<file path="src/rtl/result_reporter.sv">
// result_reporter: UART (8N1) reporter for the MD5 search driver.
// Sends one found/not-found report on the rising edge of status_done, and
// optional periodic progress reports carrying the current target while running.
module result_reporter #(
  parameter int unsigned CLKS_PER_BIT    = 868,
  parameter int unsigned PROGRESS_CYCLES = 100000000
) (
  input  logic        CLK,
  input  logic        reset,
  input  logic [31:0] target,
  input  logic        status_running,
  input  logic        status_found,
  input  logic        status_done,
  output logic        uart_txd,
  output logic        busy
);

  typedef enum logic [2:0] {IDLE, LOAD, START, DATA, STOP, NEXT} state_t;
  typedef enum logic [1:0] {MSG_FOUND, MSG_NOTFOUND, MSG_PROGRESS} msg_t;

  localparam int unsigned CW = $clog2(CLKS_PER_BIT + 1);
  localparam logic [CW-1:0] BIT_LAST  = CW'(CLKS_PER_BIT - 1);
  // NEXT and LOAD each take one clock of the stop bit, so STOP itself is
  // two clocks shorter; this keeps bytes back-to-back with no idle gap.
  localparam logic [CW-1:0] STOP_LAST = CW'(CLKS_PER_BIT - 3);
  localparam bit            PROG_EN   = (PROGRESS_CYCLES != 0);
  localparam logic [31:0]   PC_LAST   = PROG_EN ? 32'(PROGRESS_CYCLES - 1) : '0;

  state_t        state;
  msg_t          cur_kind;
  logic [31:0]   cur_snap;
  logic          pend;
  logic [31:0]   pend_snap;
  logic          pend_found;
  logic [3:0]    idx;
  logic [3:0]    last_idx;
  logic [CW-1:0] bit_cnt;
  logic [2:0]    nbit;
  logic [7:0]    shreg;
  logic [7:0]    cur_byte;
  logic          done_q;
  logic          done_trig;
  logic [31:0]   prog_cnt;
  logic          prog_run;
  logic          tick;

  assign done_trig = status_done & ~done_q;
  assign prog_run  = PROG_EN & status_running & ~status_done;
  assign tick      = prog_run && (prog_cnt == PC_LAST);

  // Previous-cycle copy of status_done for rising-edge detection.
  always_ff @(posedge CLK) begin
    if (reset) done_q <= 1'b0;
    else       done_q <= status_done;
  end

  // Progress interval counter: runs only while searching, wraps at each tick.
  always_ff @(posedge CLK) begin
    if (reset)         prog_cnt <= '0;
    else if (prog_run) prog_cnt <= (prog_cnt == PC_LAST) ? '0 : prog_cnt + 32'd1;
    else               prog_cnt <= '0;
  end

  // Select the ASCII byte at position idx of the current message.
  always_comb begin
    logic [31:0] sh;
    logic [3:0]  nib;
    sh       = cur_snap << {idx - 4'd2, 2'b00};
    nib      = sh[31:28];
    cur_byte = '0;
    last_idx = (cur_kind == MSG_NOTFOUND) ? 4'd2 : 4'd11;
    if (cur_kind == MSG_NOTFOUND) begin
      case (idx)
        4'd0:    cur_byte = 8'h4E;
        4'd1:    cur_byte = 8'h0D;
        default: cur_byte = 8'h0A;
      endcase
    end else begin
      case (idx)
        4'd0:    cur_byte = (cur_kind == MSG_FOUND) ? 8'h46 : 8'h50;
        4'd1:    cur_byte = 8'h3A;
        4'd10:   cur_byte = 8'h0D;
        4'd11:   cur_byte = 8'h0A;
        default: cur_byte = (nib < 4'd10) ? 8'h30 + {4'h0, nib} : 8'h37 + {4'h0, nib};
      endcase
    end
  end

  // Message sequencer and UART transmitter with registered line and busy.
  always_ff @(posedge CLK) begin
    if (reset) begin
      state      <= IDLE;
      uart_txd   <= 1'b1;
      busy       <= 1'b0;
      pend       <= 1'b0;
      pend_snap  <= '0;
      pend_found <= 1'b0;
      cur_kind   <= MSG_NOTFOUND;
      cur_snap   <= '0;
      idx        <= '0;
      bit_cnt    <= '0;
      nbit       <= '0;
      shreg      <= '0;
    end else begin
      if (done_trig && state != IDLE) begin
        pend       <= 1'b1;
        pend_snap  <= target;
        pend_found <= status_found;
      end
      case (state)
        IDLE: begin
          busy     <= 1'b0;
          uart_txd <= 1'b1;
          idx      <= '0;
          if (done_trig) begin
            cur_snap <= target;
            cur_kind <= status_found ? MSG_FOUND : MSG_NOTFOUND;
            state    <= LOAD;
          end else if (tick && !busy) begin
            cur_snap <= target;
            cur_kind <= MSG_PROGRESS;
            state    <= LOAD;
          end
        end
        LOAD: begin
          shreg    <= cur_byte;
          uart_txd <= 1'b0;
          busy     <= 1'b1;
          bit_cnt  <= '0;
          state    <= START;
        end
        START: begin
          if (bit_cnt == BIT_LAST) begin
            bit_cnt  <= '0;
            uart_txd <= shreg[0];
            shreg    <= shreg >> 1;
            nbit     <= '0;
            state    <= DATA;
          end else begin
            bit_cnt <= bit_cnt + 1'b1;
          end
        end
        DATA: begin
          if (bit_cnt == BIT_LAST) begin
            bit_cnt <= '0;
            if (nbit == 3'd7) begin
              uart_txd <= 1'b1;
              state    <= STOP;
            end else begin
              uart_txd <= shreg[0];
              shreg    <= shreg >> 1;
              nbit     <= nbit + 3'd1;
            end
          end else begin
            bit_cnt <= bit_cnt + 1'b1;
          end
        end
        STOP: begin
          if (bit_cnt == STOP_LAST) begin
            bit_cnt <= '0;
            state   <= NEXT;
          end else begin
            bit_cnt <= bit_cnt + 1'b1;
          end
        end
        NEXT: begin
          if (idx != last_idx) begin
            idx   <= idx + 4'd1;
            state <= LOAD;
          end else if (pend) begin
            pend     <= 1'b0;
            cur_snap <= pend_snap;
            cur_kind <= pend_found ? MSG_FOUND : MSG_NOTFOUND;
            idx      <= '0;
            state    <= LOAD;
          end else if (done_trig) begin
            // Trigger landing in this very cycle is taken directly.
            pend     <= 1'b0;
            cur_snap <= target;
            cur_kind <= status_found ? MSG_FOUND : MSG_NOTFOUND;
            idx      <= '0;
            state    <= LOAD;
          end else begin
            // busy stays high through the final stop-bit clock spent in IDLE.
            state <= IDLE;
          end
        end
        default: state <= IDLE;
      endcase
    end
  end

endmodule

</file>
<file path="config.mk">
export PLATFORM = sky130hd
export DESIGN_NAME = result_reporter
export DESIGN_NICKNAME = d
export VERILOG_FILES = /design/src/rtl/result_reporter.sv
export SDC_FILE = /design/constraint.sdc
export NUM_CORES = 1
export LEC_CHECK = 0
export BUFFER_PORTS_ARGS = -buffer_cell sky130_fd_sc_hd__buf_4
export CAP_MARGIN = 10
export CORE_AREA = 2 2 107 109
export DETAILED_ROUTE_END_ITERATION = 10
export DIE_AREA = 0 0 109 111
export PLACE_DENSITY = 0.88
export SETUP_SLACK_MARGIN = 0.4
export SYNTH_ARGS = -nofsm -noshare
export SYNTH_HDL_FRONTEND = slang
export SYNTH_SLANG_ARGS = --single-unit
</file>
<file path="constraint.sdc">
create_clock -name CLK -period 3.75 [get_ports CLK]
set_input_delay 0.375 -clock CLK [delete_from_list [all_inputs] [get_ports CLK]]
set_output_delay 0.375 -clock CLK [all_outputs]
set_load 0.02 [all_outputs]
</file>
### After elaboration in Yosys (flattened, before gate mapping)

Index checks and enable logic that the tools add are counted.

| operators by class | value |
|---|---|
| add/sub/neg operators | 7 |
| $lt $le $gt $ge | 1 |
| equal/unequal tests | 23 |
| shifts and indexed selects | 1 |
| multiplexer cells | 55 |
| bitwise logic cells | 5 |
| reduce and logical (&&, ||, !) cells | 22 |

Operator list:

| cell | count |
|---|---|
| 32-bit two-way mux | 5 |
| 32-bit one-hot mux with 2 select lines | 1 |
| 32-bit by 1-bit adder with 32-bit output, second input constant | 1 |
| 32-bit by 27-bit == test with 1-bit output, second input constant | 1 |
| 8-bit two-way mux | 4 |
| 32-bit by 6-bit << shifter with 32-bit output | 1 |
| 10-bit one-hot mux with 3 select lines | 1 |
| 7-bit one-hot mux with 4 select lines | 1 |
| 3-bit two-way mux | 9 |
| 8-bit one-hot mux with 3 select lines | 1 |
| 10-bit == test, second input constant | 2 |
| 10-bit two-way mux | 2 |
| 3-bit one-hot mux with 6 select lines | 1 |
| 4-bit two-way mux | 4 |
| 6-bit by 4-bit adder with 7-bit output, first input constant | 2 |
| 7-bit one-hot mux with 2 select lines | 1 |
| 1-bit two-way mux | 13 |
| 2-bit inequality test, second input constant | 6 |
| 4-bit AND reduction | 3 |
| 10-bit by 1-bit adder with 10-bit output, second input constant | 1 |
| 2-bit two-way mux | 5 |
| 3-bit == test, second input constant | 3 |
| 3-bit nonzero test | 3 |
| 4-bit == test, second input constant | 2 |
| 32 further kinds | 41 |

| word-level totals | value |
|---|---|
| register bits after elaboration | 131 |
| output and inout port bits | 2 |
| logic and storage cells | 128 |

### Logic depth before layout (Yosys ltp)

Gate-level depths: netlist (run 1).

| depth | value |
|---|---|
| word-level depth | 8 |
| gate-level depth with buffers | 12 |
| mapped depth without buffers | 10 |

### Worst setup path after synthesis (run 1)

Ideal clock, no wire load.

| timing path | value |
|---|---|
| path type | register to register |
| from | reg idx[1] |
| to | reg shreg[6] |
| library setup time | 0.095 ns |
| arrival time | 2.536 ns |
| required time | 3.655 ns |
| setup slack | 1.119 ns |
| cell stages (with the launch flop) | 12 |
| cell sequence | dfxtp_1 -> buf_2 -> inv_1 -> ha_1 -> buf_1 -> mux2i_1 -> a32oi_1 -> nand4b_1 -> ha_1 -> o22ai_1 -> nand3_1 -> a221oi_1 |

| between the ends | value |
|---|---|
| word-level cells in the longest chain between the ends | 7 |

Ends and longest elaborated chain:

| what | RTL line | RTL |
|---|---|---|
| start, declared | 35 | `logic [3:0] idx;` |
| start signal, assigned | 168 | `idx <= idx + 4'd1;` |
| 4-bit by 2-bit subtractor with 4-bit output | 68 | `sh = cur_snap << {idx - 4'd2, 2'b00};` |
| 32-bit by 6-bit << shifter with 32-bit output | 68 |  |
| 6-bit by 4-bit adder with 7-bit output / 4-bit less-than comparator (equally long branches) | 84 | `default: cur_byte = (nib < 4'd10) ? 8'h30 + {4'h0, nib} : 8'h37 + {4'h0, nib};` |
| 7-bit two-way mux | 84 |  |
| 7-bit one-hot mux with 4 select lines | 79 | `case (idx)` |
| 8-bit two-way mux (*) | 72 | `if (cur_kind == MSG_NOTFOUND) begin` |
| 8-bit one-hot mux with 3 select lines (*) | 110 | `case (state)` |
| end signal, assigned | 126 | `shreg <= cur_byte;` |
| end signal, assigned | 136 | `shreg <= shreg >> 1;` |
| end signal, assigned | 151 | `shreg <= shreg >> 1;` |
| end, declared | 39 | `logic [7:0] shreg;` |

Mark *: on every way between the ends. The rest lies on a longest branch, timed or not.
A chain may end at the register's enable or synchronous reset.

### Worst setup path after layout (run 1)

| timing path | value |
|---|---|
| from | reg idx[0] |
| to | reg cur_snap[3] |

| between the ends | value |
|---|---|
| word-level cells in the longest chain between the ends | 3 |

Ends and longest elaborated chain:

| what | RTL line | RTL |
|---|---|---|
| 4-bit inequality test | 167 | `if (idx != last_idx) begin` |
| 2-bit inequality test (no line) | -- |  |
| 4-bit AND reduction (no line) | -- |  |
| end signal, assigned | 120 | `cur_snap <= target;` |
| end signal, assigned | 172 | `cur_snap <= pend_snap;` |
| end signal, assigned | 179 | `cur_snap <= target;` |
| end, declared | 31 | `logic [31:0] cur_snap;` |

No other way between the ends.

==> results of run 1 <==
-- cell families after synthesis --
family          synth area share
flops                      0.402
fa+ha+maj                 0.0232
xor+xnor                  0.0433
compound gates             0.175
simple gates               0.275
mux                       0.0383
buf+inv                   0.0431
-- registers in the layout, summed over array words and instances (netlist names), 3 cells and up --
signal	cells
pend_snap	32
idx	4
cur_snap	32
prog_cnt	32
state	3
bit_cnt	10
nbit	3
shreg	7
-- power groups by stage --
stage | sequential [W] | combinational (W) | clock [W]
after global placement | 0.00193 | 0.00155 | 0
after detailed placement | 0.00193 | 0.00161 | 0
after floorplan | 0.00182 | 0.00137 | 0
after CTS | 0.00192 | 0.00163 | 0.00179
final | 0.00193 | 0.00165 | 0.00178
after global routing | 0.00196 | 0.00184 | 0.00186
-- stage by stage --
stage,utilization,instance area [sq um],worst slack (ns)
finish,0.670,7420,0.769
global route,0.670,7420,0.599
CTS,0.670,7420,0.791
detailed placement,0.613,6790,0.910
global placement,0.613,6790,1.02
floorplan,-,6470,1.12
-- final cells by class --
cell class                      count  area [sq um]
Clock inverter                     10           184
Fill cell                         884          3650
Multi-Input combinational cell    608          3610
Clock buffer                       20           447
Tap cell                          143           179
Sequential cell                   130          2600
Inverter                           11          41.3
Timing Repair Buffer               48           360
-- worst max-delay path by stage --
stage / start / to
6_report: idx[0] / cur_snap[3]
5_1_grt: idx[0] / cur_snap[3]
4_1_cts: idx[0] / cur_snap[3]
3_5_place_dp: idx[0] / cur_snap[26]
3_3_place_gp: idx[0] / cur_snap[29]
2_1_floorplan: idx[1] / shreg[6]
-- cells in the mapped netlist, types with 10 or more instances --
cell type | n | area [sq um]
and3_1 | 16 | 100
o21ai_0 | 24 | 120
nor3_1 | 13 | 65.1
nand3_1 | 56 | 280
nand2b_1 | 11 | 68.8
a311oi_1 | 24 | 210
mux2i_1 | 18 | 180
ha_1 | 12 | 150
inv_1 | 11 | 41.3
clkbuf_1 | 44 | 165
a311oi_2 | 10 | 150
dfxtp_1 | 130 | 2600
xnor2_1 | 13 | 114
nor2_1 | 104 | 390
a21oi_1 | 64 | 320
xor2_1 | 19 | 166
nand2_1 | 125 | 469
-- layer usage --
layer | GRT usage | up-vias | routed length, microns
met1 | 0.346 | 2723 | 6550
li1 | - | 2873 | -
met5 | 0 | - | 0
met3 | 0.0541 | 23 | 834
met2 | 0.411 | 185 | 7260
met4 | 0.114 | 0 | 291
-- worst min-delay path: cells and delay by family --
kind                   cells  cell delay, ns
AOI/OAI and AO/OA          1            0.05
buffers and inverters      1            0.11
and+or+nand+nor            1            0.05
==> impl_metrics.ini, run 1 <==
[status]
run_status = complete, no violations

[timing]
rsz0062_at_grt = no
slew_headroom = 0.335
skew_ns = 0.00825
tightest_slew_ns = 0.995
fin_crit_sh = 0.795
hold_violations = 0
hold_ws_ns = 0.203
slew_viol_final = 0
finalSetupTns_ns = 0
min_period_ns = 2.98
fmax_ghz = 0.335
setup_viol = 0

[min_path]
hold_start = target[3]
hold_path_end = pend_snap[3]
hold_class = input port to flip-flop
whs_path_depth = 3

[pwr]
intPower_w = 0.00349
seqPwrFrac = 0.360
pwr-share-clk = 0.333
totalPowerFinal_w = 0.00536
switching_share = 0.349
peakVddDrop_mv = 0.431
power_density_nw_per_um2 = 722
p_comb_frac = 0.307
p_sw_w = 0.00187
leakage_nw = 2.70

[die]
die_h_microns = 111
die_area_sq_um = 12100
rows = 39
core_sq_um = 11100
start_util = 0.584
io_pins = 39
die_x_microns = 109

[clocking]
cts_htree_levels = 4
clock_path_buffers = 2
hold_buffers = 0
clk_latency_ns = 0.43
cts_sinks = 130
numCtsBuffers = 17
clkTransAtPathRegs_ns = 0.06
cts_tree = done
cts_resized = 0
clockRootBuffer = clkbuf_16
cts_setup_buffers = 0

[routing]
ant_nets = 0
drt_first_pass_iters = 5
drc = 0
routedWlPerCell_microns = 15.4
num_vias = 5804
first_iter_violations = 489
routed_wl_mm = 14.9
vias_per_cell = 5.98

[finish]
fin_nets = 865
num_antenna_cells = 0
fin_cells = 970
mostFrequentLayoutCell = dfxtp_1
final_layout_size_suffix_gt1_frac = 0.132
syn_to_final_growth_pct = 14.7
final_cell_mix = dfxtp_1, nand2_1, nor2_1

[synthesis]
ys_seq_area_frac = 0.402
synth_nets = 854
netlist_instances = 805
ys_seq_elements = 130
syn_area_per_cell_sq_um = 8.04
ys_async_sr_fraction = 0
synth_enable_flop_cells = 0
synthDistinctLibCells = 59
netlist_area_sq_um = 6470
yosys_warnings = 0
yosys_most_used_dff = dfxtp_1

[setup_path]
cp_cell_sequence = or4b_4, o21ai_2, o2111ai_2, a221oi_4, buf_4, nor2_1, a311oi_2
slowest_stage = or4b_4
start_kind = flip-flop
critPathArrivalTime_ns = 3.31
rr_endpoint = cur_snap[3]
cp_slowest_stage_delay_ns = 0.63
regToRegSetupSlack_ns = 0.77
path_delay_family = compound AO/OA/AOI/OAI gates
cp.depth = 7
crit_buf_inv = 1
rr_startpoint = idx[0]
worst-setup-path-type = flip-flop to flip-flop
worstPathRequired_ns = 4.08
worstSetupEndpointType = flip-flop
critPathMaxFanout = 66
reg2reg_depth = 7

[global_routing]
gr-total-overflow = 0
grt_pass1_vias = 5413
grt_pass1_wl_mm = 25.5
track_usage = 0.262
grt_max_degree = 90
antenna_found_initial = 0

[placed_design]
dpl.cell_count = 940
io_buffer_count = 38
routabilityCongestion = 0.887
detailed_place_hpwl_mm = 9.35

[job]
maxCapViolCount = 0
Note: power is estimated with default switching activity, not from simulation.
==> run 2: changes to the inputs <==
clock period = 3 ns   (was 3.75 ns; I/O delays follow)
==> run 2 against run 1 <==
  * Final cell count up 0.52%
  * Design area about the same
  * Critical path depth up 2
  * Critical path type unchanged
  * Critical endpoint is now shreg[6]
  * Largest power group unchanged
==> impl_metrics.ini, run 2 (synthesis results as in run 1) <==
[finish]
final_cell_mix = dfxtp_1, nand2_1, nor2_1
syn_to_final_growth_pct = 14.7
mostFrequentLayoutCell = dfxtp_1
final_layout_size_suffix_gt1_frac = 0.141
num-fill-cells = 815
fin_nets = 872
num_antenna_cells = 0
reg.largest.list = cur_snap: 32 flops, pend_snap: 32 flops, prog_cnt: 32 flops

[setup_path]
cp_slowest_stage_delay_ns = 0.41
worst-setup-path-type = flip-flop to flip-flop
slowest_stage = dfxtp_2
start_kind = flip-flop
critPathMaxFanout = 12
worstSetupEndpointType = flip-flop
regToRegSetupSlack_ns = 0.53
worstPathRequired_ns = 3.33
crit_buf_inv = 1
critPathArrivalTime_ns = 2.80
cp_cell_sequence = inv_1, ha_4, mux2i_1, a32oi_1, nand4b_1, ha_1, o22ai_1, nand3_1, a221oi_2
path_delay_family = compound AO/OA/AOI/OAI gates

[routing]
drc = 0
routedWlPerCell_microns = 15.8
ant_nets = 0
drt_first_pass_iters = 5
num_vias = 5928
routed_wl_mm = 15.4
vias_per_cell = 6.08
first_iter_violations = 573

[timing]
setup_viol = 0
hold_ws_ns = 0.127
fin_crit_sh = 0.824
skew_ns = 0.00777
rsz0062_at_grt = yes
postLayoutSetupSlackWorst_ns = 0.527
fmax_ghz = 0.404
tightest_slew_ns = 0.722
finalSetupTns_ns = 0
slew_headroom = 0.512
hold_violations = 0
slew_viol_final = 0
min_period_ns = 2.47

[pwr]
peakVddDrop_mv = 0.525
power_density_nw_per_um2 = 884
leakage_nw = 2.71

[die]
io_pins = 39
rows = 39
die_h_microns = 111
start_util = 0.584
die_x_microns = 109
die_area_sq_um = 12100
core_sq_um = 11100

[clocking]
clockRootBuffer = clkbuf_16
cts_tree = done
clock_path_buffers = 2
hold_buffers = 0
numCtsBuffers = 17
cts_sinks = 130
cts_htree_levels = 4
clk_latency_ns = 0.42
clkTransAtPathRegs_ns = 0.06

[placed_design]
routabilityCongestion = 0.918
io_buffer_count = 38
place_ws_ns = 0.328
detailed_place_hpwl_mm = 9.59

[status]
run_status = complete, no violations

[job]
maxCapViolCount = 0

[global_routing]
grt_max_degree = 67
track_usage = 0.262
antenna_found_initial = 0
grt_pass1_vias = 5468
gr-total-overflow = 0
grt_pass1_wl_mm = 25.3

[min_path]
hold_class = input port to flip-flop
==> run 2: final cells by class <==
class,count,area (sq um),area share
inverters,11,41.3,0.00556
clock buffers,21,450,0.0606
clock inverters,7,87.6,0.0118
repair buffers,55,438,0.0590
multi-input cells,608,3630,0.488
well taps,143,179,0.0241
flip-flops and latches,130,2610,0.351
==> run 2: per-layer routing <==
layer	track usage	vias to the layer above	wire length, microns
met5	0	-	0
met4	0.121	0	316
met3	0.0564	24	1030
met2	0.410	241	7440
met1	0.341	2776	6650
li1	-	2887	-
==> run 2: final timing paths <==
check                                   start       endpoint  depth (start not counted)
worst max-delay path                   idx[2]       shreg[6]                          9
worst min-delay path              status_done         done_q                          2
worst max register to register         idx[2]       shreg[6]                          9
worst min register to register  pend_snap[20]  pend_snap[20]                          2
==> run 2: per-stage QoR <==
step                      utilization  power [W]  instance area, sq um  cells
after global routing            0.671    0.00694                  7430    975
after CTS                       0.667    0.00644                  7390    973
final                           0.671    0.00657                  7430    975
after global placement          0.618    0.00442                  6840    945
after floorplan                     -    0.00399                  6470    805
after detailed placement        0.618    0.00449                  6840    945
==> run 2: what timing repair did <==
action,in CTS,in global routing
buffers inserted,0,1
gates resized for setup,2,5
setup endpoints to repair,1,33
pin swaps,0,1
gates cloned,0,1
==> run 2: where the power goes <==
part           switching [W]  internal, W
combinational        0.00138     0.000884
sequential          0.000280      0.00209
clock               0.000718      0.00122
total                0.00238      0.00419
